**config.mk**
```make
export PLATFORM = sky130hd
export DESIGN_NAME = pmem_burst_adaptor
export DESIGN_NICKNAME = d
export VERILOG_FILES = /design/src/rtl/pmem_burst_adaptor.sv
export SDC_FILE = /design/constraint.sdc
export NUM_CORES = 1
export LEC_CHECK = 0
export CORE_AREA = 2 2 277 279
export DETAILED_ROUTE_END_ITERATION = 8
export DIE_AREA = 0 0 279 281
export DONT_BUFFER_PORTS = 1
export PLACE_DENSITY = 0.51
export SLEW_MARGIN = 10
export SYNTH_ARGS = -nofsm -noshare
export SYNTH_HDL_FRONTEND = slang
export SYNTH_SLANG_ARGS = --single-unit
```
**constraint.sdc**
```tcl
create_clock -name clk -period 3.3 [get_ports clk]
set_input_delay 0.495 -clock clk [delete_from_list [all_inputs] [get_ports clk]]
set_output_delay 0.495 -clock clk [all_outputs]
set_load 0.005 [all_outputs]
```
**src/rtl/pmem_burst_adaptor.sv**
```systemverilog
// Converts one cache-line read/write into a 4-beat burst on the physical-memory bus.
// Define WRAP_BURST_EN for critical-word-first beat ordering.
module pmem_burst_adaptor #(
  parameter int unsigned LINE_W  = 256,
  parameter int unsigned BURST_W = 64,
  localparam int unsigned ADDR_W = 32
) (
  input  logic               clk,
  input  logic               rst,
  input  logic [LINE_W-1:0]  line_i,
  output logic [LINE_W-1:0]  line_o,
  input  logic [ADDR_W-1:0]  address_i,
  input  logic               read_i,
  input  logic               write_i,
  output logic               resp_o,
  input  logic [BURST_W-1:0] burst_i,
  output logic [BURST_W-1:0] burst_o,
  output logic [ADDR_W-1:0]  address_o,
  output logic               read_o,
  output logic               write_o,
  input  logic               resp_i
);

  localparam int unsigned BEATS    = LINE_W / BURST_W;
  localparam int unsigned CNT_W    = $clog2(BEATS);
  localparam int unsigned OFS_LSB  = $clog2(BURST_W / 8);
  localparam int unsigned LINE_LSB = $clog2(LINE_W / 8);

  typedef enum logic [2:0] {
    IDLE     = 3'd0,
    RD_BURST = 3'd1,
    RD_DONE  = 3'd2,
    WR_BURST = 3'd3,
    WR_DONE  = 3'd4
  } state_t;

  state_t             state_q, state_d;
  logic [CNT_W-1:0]   cnt_q, cnt_d;
  logic [CNT_W-1:0]   base_q, base_d;
  logic [LINE_W-1:0]  wline_q, wline_d;
  logic [LINE_W-1:0]  line_d;
  logic [BURST_W-1:0] burst_d;
  logic [ADDR_W-1:0]  addr_d;
  logic               read_d, write_d, resp_d;

  logic [ADDR_W-1:0]  req_addr_c;
  logic [CNT_W-1:0]   req_base_c;
  logic [CNT_W-1:0]   slot_c, nslot_c;
  logic               last_beat_c;
  logic               unused_addr_bits;

  // Burst address and starting slot derived from the incoming request
`ifdef WRAP_BURST_EN
  assign req_addr_c       = {address_i[ADDR_W-1:OFS_LSB], OFS_LSB'(0)};
  assign req_base_c       = address_i[LINE_LSB-1:OFS_LSB];
  assign unused_addr_bits = ^address_i[OFS_LSB-1:0];
`else
  assign req_addr_c       = {address_i[ADDR_W-1:LINE_LSB], LINE_LSB'(0)};
  assign req_base_c       = '0;
  assign unused_addr_bits = ^address_i[LINE_LSB-1:0];
`endif

  // Line slot addressed by the current beat and by the one after it
  assign slot_c      = base_q + cnt_q;
  assign nslot_c     = slot_c + CNT_W'(1);
  assign last_beat_c = (cnt_q == CNT_W'(BEATS - 1));

  always_comb begin
    state_d = state_q;
    cnt_d   = cnt_q;
    base_d  = base_q;
    wline_d = wline_q;
    line_d  = line_o;
    burst_d = burst_o;
    addr_d  = address_o;
    read_d  = read_o;
    write_d = write_o;
    resp_d  = 1'b0;

    case (state_q)
      IDLE: begin
        cnt_d = '0;
        if (write_i) begin
          state_d = WR_BURST;
          addr_d  = req_addr_c;
          base_d  = req_base_c;
          wline_d = line_i;
          burst_d = line_i[BURST_W * 32'(req_base_c) +: BURST_W];
          write_d = 1'b1;
        end else if (read_i) begin
          state_d = RD_BURST;
          addr_d  = req_addr_c;
          base_d  = req_base_c;
          read_d  = 1'b1;
        end
      end

      RD_BURST: begin
        if (resp_i) begin
          line_d[BURST_W * 32'(slot_c) +: BURST_W] = burst_i;
          cnt_d = cnt_q + CNT_W'(1);
          if (last_beat_c) begin
            state_d = RD_DONE;
            read_d  = 1'b0;
            resp_d  = 1'b1;
          end
        end
      end

      RD_DONE: state_d = IDLE;

      // burst_o is preloaded so the next beat is already on the bus when resp_i lands
      WR_BURST: begin
        if (resp_i) begin
          cnt_d   = cnt_q + CNT_W'(1);
          burst_d = wline_q[BURST_W * 32'(nslot_c) +: BURST_W];
          if (last_beat_c) begin
            state_d = WR_DONE;
            write_d = 1'b0;
            burst_d = '0;
            resp_d  = 1'b1;
          end
        end
      end

      WR_DONE: state_d = IDLE;

      default: state_d = IDLE;
    endcase
  end

  always_ff @(posedge clk or negedge rst) begin
    if (!rst) begin
      state_q   <= IDLE;
      cnt_q     <= '0;
      base_q    <= '0;
      wline_q   <= '0;
      line_o    <= '0;
      burst_o   <= '0;
      address_o <= '0;
      read_o    <= 1'b0;
      write_o   <= 1'b0;
      resp_o    <= 1'b0;
    end else begin
      state_q   <= state_d;
      cnt_q     <= cnt_d;
      base_q    <= base_d;
      wline_q   <= wline_d;
      line_o    <= line_d;
      burst_o   <= burst_d;
      address_o <= addr_d;
      read_o    <= read_d;
      write_o   <= write_d;
      resp_o    <= resp_d;
    end
  end

endmodule

```
==> results.json, run 1 <==
{
  "leakagePower_nw": 15.0,
  "antenna_left": 0,
  "drc_errors": 0,
  "hpwl_mm": 53.3,
  "ys_types": 44,
  "ys_async_sr_fraction_pct": 100,
  "synth_ff_type": "dfrtp_1",
  "r2r_slack_ns": 0.73,
  "violations": "negative hold slack",
  "grt-busiest-layer": "met2",
  "drive_above_1_share_pct": 8.91,
  "synth_warnings": 0,
  "io_pins": 712,
  "cts_buffers": 71,
  "clk_path_buf_depth": 3,
  "arrival_ns": 3.05,
  "maxCapViolations": 0,
  "place.port_buffers": 0,
  "start_kind": "register",
  "die_w_um": 279,
  "fin_crit_sh_pct": 77.9,
  "synth_edf_count": 0,
  "start_util_pct": 35.1,
  "syn_inst": 2648,
  "met3_usage_pct": 6.33,
  "routed_via_density": 5.36,
  "gp_congestion": 0.845,
  "synth_top_area_share_pct": 57.7,
  "wl_per_cell_um": 22.5,
  "gr-total-overflow": 0,
  "fin_tns_setup_ns": 0,
  "synth.avg_cell_area_um2": 10.0,
  "fmax_mhz": 389,
  "grt_pass1_wl_mm": 130,
  "die-area_um2": 78400,
  "synth_seq_cells": 611,
  "whs_ns": -0.387,
  "die_h_um": 281,
  "syn_area_um2": 26500,
  "crit_fanout": 25,
  "p_per_area_nw_per_um2": 970,
  "drv_slew": 0,
  "firstDrtPassIters": 6,
  "timing.rr.end": "burst_o[6]",
  "postPlaceCellArea_um2": 27100,
  "clock-root-buffer": "clkbuf_16",
  "setup_viol": 0,
  "worst_setup_path_end_kind": "register",
  "worst-slew-pin-transition_ns": 1.36,
  "synth_area_leaders": "dfrtp_1, nand2_1, nand4_1",
  "insertion_delay_ns": 0.60,
  "reg2regPathDepth": 6,
  "track_usage_pct": 21.4,
  "clock_skew_ns": 0.0229,
  "nets": 3160,
  "cts_tree": "yes",
  "synth_top_cell_by_area": "dfrtp_1",
  "htree_levels": 3,
  "grt_start_max_net_pins": 612,
  "hp-class": "in2async",
  "status": "finished with violations",
  "drt_iter0_markers": 1836,
  "max_slew_margin_pct": 9.52,
  "finalHoldViolCount": 611,
  "seq_area_frac_synth_pct": 57.7,
  "grt_pass1_vias": 21100,
  "ir_drop_v": 0.000542,
  "vias": 20600,
  "wirelength_mm": 86.4,
  "crit_type": "reg2reg",
  "finish.instance_area_um2": 32200,
  "antenna_found_initial": 8,
  "grt_setup_unrepaired": "false",
  "min_period_ns": 2.57,
  "cts_sinks": 611,
  "hold_buffers": 262,
  "clk_pin_slew_ns": 0.06,
  "core-area_um2": 75400,
  "nFillCells": 7215,
  "syn_to_final_growth_pct": 21.3,
  "use_met1_pct": 25.9,
  "cp_data_required_time_ns": 3.78,
  "use_met2_pct": 36.0,
  "reg2reg_from": "cnt_q[0]",
  "row_count": 101
}
-- per-layer routing --
layer | part of all wire (%) | vias up
met5 | 0.013 | -
li1 | - | 9197
met4 | 3.2 | 2
met3 | 8.8 | 164
met1 | 39 | 10300
met2 | 49 | 883
-- critical path, cell delays in order (launching register included) --
cell	delay, ns
dfrtp_4	0.53
inv_1	0.17
ha_4	0.61
buf_4	0.33
mux4_2	0.33
and3_1	0.19
a221o_1	0.27
-- layout make-up --
cell class | instances | area [µm²] | area share (%)
timing repair buffer | 296 | 3090 | 9.61
multi-input combinational | 1553 | 9080 | 28.2
sequential | 611 | 15300 | 47.5
antenna | 8 | 20.0 | 0.0622
clock buffer | 106 | 2100 | 6.53
tap | 978 | 1220 | 3.80
clock inverter | 20 | 369 | 1.15
inverter | 264 | 991 | 3.08
-- cell families after synthesis --
logic type      count (synthesis)  synth area share, %
compound gates                334                 7.65
fa+ha+maj                       6                0.283
buf+inv                       488                 8.42
flops                         611                 57.7
mux                            93                 6.67
other cells                     1               0.0141
simple gates                 1115                 19.3
-- metrics by stage --
step	util (%)	cells	setup slack [ns]	power, W
after floorplan	-	2652	0.903	0.0196
after global placement	35.9	3440	0.768	0.0224
after detailed placement	35.9	3440	0.711	0.0228
after CTS	42.6	3828	0.691	0.0315
after global routing	42.6	3834	0.576	0.0331
final	42.6	3836	0.730	0.0312
-- cell usage in the layout (no fill, tap or decap), types with 27 or more instances in the layout --
master and count:
a221o_1 63, and3_1 63, clkbuf_16 72, dfrtp_1 610, dlygate4sd3_1 262, inv_1 264, mux2_2 27, mux4_2 64
nand2_1 770, nand4_1 256, o21ai_0 244
-- what timing repair did --
item                      CTS  global route
resized for setup           0             0
buffers inserted            0             0
hold endpoints to repair  927           611
-- state kept, by name (all words and copies together) (netlist names) --
name / count
resp_o: 1
read_o: 1
cnt_q: 2
wline_q: 256
write_o: 1
state_q: 3
burst_o: 64
address_o: 27
line_o: 256
-- how the worst max path moves through the flow --
stage,from,to,slack (ns),cells past startpoint
after floorplan,cnt_q[0],burst_o[10],0.90,9
after global placement,cnt_q[0],burst_o[30],0.77,6
after detailed placement,cnt_q[0],burst_o[30],0.71,6
after CTS,cnt_q[0],burst_o[6],0.69,6
after global routing,cnt_q[0],line_o[102],0.58,6
final,cnt_q[0],burst_o[6],0.73,6
-- power by group --
group          total, W  internal, W  switching [W]
Clock           0.00829      0.00505        0.00324
Combinational   0.00916      0.00389        0.00527
Sequential       0.0137       0.0109        0.00286
Total            0.0312       0.0198         0.0114
-- cell usage after synthesis (5+ instances only) --
cell	number
mux2_2	27
buf_6	31
inv_1	264
buf_1	19
clkbuf_1	80
buf_4	20
and2_1	5
mux4_2	64
o21ai_0	244
o21ai_1	14
nand4_1	256
nand2_1	770
dfrtp_1	611
ha_1	6
buf_2	74
a221o_1	63
and3_1	63
Note: power is estimated with default switching activity, not from simulation.
==> run 2, diff against run 1 <==
Clock period 3.3 ns to 2.58 ns, I/O delays scaled along.
==> run 2 against run 1 <==
Critical path type unchanged. Routed wire length up 1.9%. Critical path depth unchanged. Clock-buffer cell count down 8. The flow finishes with violations (negative hold slack, max-slew violations). Clock power up 25%. Utilization up 1.4 points. First-iteration DRC count down 3.5%. Cell count up 2.8%. Combinational power up 35%.
==> results.json, run 2 (synthesis results as in run 1) <==
{
  "drt_iter0_markers": 1772,
  "die_h_um": 281,
  "track_usage_pct": 22.0,
  "fin_total_pwr_w": 0.0403,
  "fin_crit_sh_pct": 93.3,
  "die_w_um": 279,
  "switching_share_pct": 36.9,
  "finish.instance_area_um2": 33200,
  "ir_drop_v": 0.000825,
  "finalHoldViolCount": 611,
  "antenna_found_initial": 13,
  "hpwl_mm": 54.7,
  "clk_path_buf_depth": 3,
  "grt_pass1_vias": 21900,
  "crit_fanout": 31,
  "largestRegisters": "line_o x256, wline_q x256, burst_o x64",
  "place.port_buffers": 0,
  "htree_levels": 3,
  "postPlaceCellArea_um2": 27300,
  "fmax_mhz": 415,
  "drc_errors": 0,
  "clock-root-buffer": "clkbuf_16",
  "hp-class": "in2async",
  "core-area_um2": 75400,
  "io_pins": 712,
  "arrival_ns": 2.88,
  "layout_common_cells": "nand2_1, dfrtp_1, dlygate4sd3_1, inv_1, nand4_1",
  "mostFrequentLayoutCell": "nand2_1",
  "fin_tns_setup_ns": 0,
  "firstDrtPassIters": 6,
  "nFillCells": 7132,
  "seq_power_share_pct": 43.5,
  "cts_tree": "yes",
  "setup_viol": 0,
  "whs_ns": -0.519,
  "routed_via_density": 5.36,
  "nets": 3263,
  "clkPwrFrac_pct": 25.8,
  "clock_skew_ns": 0.0295,
  "p_int_w": 0.0254,
  "gr-total-overflow": 0,
  "grt_pass1_wl_mm": 134,
  "wirelength_mm": 88.1,
  "worst-slew-pin-transition_ns": 1.65,
  "syn_to_final_growth_pct": 25.4,
  "maxCapViolations": 0,
  "start_util_pct": 35.1,
  "seqCellArea_um2": 15300,
  "wl_per_cell_um": 22.3,
  "cp_data_required_time_ns": 3.06,
  "grt_start_max_net_pins": 612,
  "gp_congestion": 0.851,
  "clk_pin_slew_ns": 0.06,
  "violations": "negative hold slack, max-slew violations",
  "status": "finished with violations",
  "die-area_um2": 78400,
  "p_per_area_nw_per_um2": 1210,
  "multi_input_area_um2": 9080,
  "postCtsSetupBuffers": 0,
  "utilization_pct": 44.1,
  "max_slew_margin_pct": -9.97,
  "vias": 21200,
  "crit_type": "reg2reg",
  "netSwitchingPower_w": 0.0149,
  "row_count": 101,
  "start_kind": "register",
  "drv_slew": 125,
  "grt_setup_unrepaired": "false",
  "antenna_left": 0,
  "worst_setup_path_end_kind": "register",
  "insertion_delay_ns": 0.62,
  "drive_above_1_share_pct": 9.51,
  "hold_buffers": 349,
  "min_period_ns": 2.41,
  "combPwrFrac_pct": 30.7,
  "cts_buffers": 70,
  "leakagePower_nw": 15.5,
  "cts_sinks": 611
}
-- run 2: cell count changes in the layout (fill, tap and decap cells not counted), moves of 2 or more --
cell / delta
clkinv_4: +2
dlygate4sd3_1: +87
clkbuf_1: -9
bufinv_16: -3
clkinv_2: +9
diode_2: +3
buf_12: +11
clkbuf_8: +2
buf_4: +6
-- run 2: timing repair --
action | in CTS | in global routing
resized for setup | 0 | 0
endpoints found under the setup margin | 0 | 0
hold endpoints to repair | 1216 | 611
-- run 2: layer usage --
metal | global-route usage [%] | up-vias | wire length, µm
met5 | 0 | - | 33
met1 | 25.7 | 10600 | 33500
li1 | - | 9421 | -
met4 | 8.64 | 6 | 2870
met2 | 37.7 | 951 | 44000
met3 | 6.68 | 186 | 7710
-- run 2: worst max-delay path, cell delays in order, from the launching register on --
cell	delay [ns]
dfrtp_4	0.49
inv_1	0.24
ha_4	0.43
buf_12	0.29
mux4_2	0.35
and3_1	0.20
a221o_1	0.25
-- run 2: area by class of cell --
cell class / instances / area share [%]
inverter: 264 / 2.98
timing repair buffer: 400 / 12.7
clock buffer: 98 / 6.22
clock inverter: 29 / 1.02
antenna: 11 / 0.0828
tap: 978 / 3.68
sequential: 611 / 46.0
multi-input combinational: 1553 / 27.3
-- run 2: path summary, 6_finish.rpt --
kind / start / endpoint / slack (ns) / depth (start not counted)
worst max-delay path: cnt_q[0] / burst_o[33] / 0.17 / 6
worst min-delay path: rst / line_o[87] / -0.52 / 0
worst max register to register: cnt_q[0] / burst_o[33] / 0.17 / 6
worst min register to register: wline_q[222] / wline_q[222] / 0.47 / 2
max in group asynchronous: rst / cnt_q[0] / 1.57 / 0
min in group clk: resp_i / burst_o[63] / 0.06 / 3
-- run 2: per-stage QoR --
stage	hold WS, ns	worst slack (ns)	cells
2_1_floorplan	0.0914	0.183	2652
3_3_place_gp	0.105	0.204	3457
3_5_place_dp	0.105	0.188	3457
4_1_cts	-0.563	0.149	3933
5_1_grt	-0.559	0.0753	3943
6_report	-0.519	0.173	3944
-- run 2: power by group through the flow --
stage                     Sequential [W]  Clock (W)  Combinational (W)
final                             0.0175     0.0104             0.0124
after CTS                         0.0175     0.0106             0.0124
after global routing              0.0180     0.0110             0.0137
after floorplan                   0.0161          0            0.00896
after global placement            0.0175          0             0.0115
after detailed placement          0.0176          0             0.0118
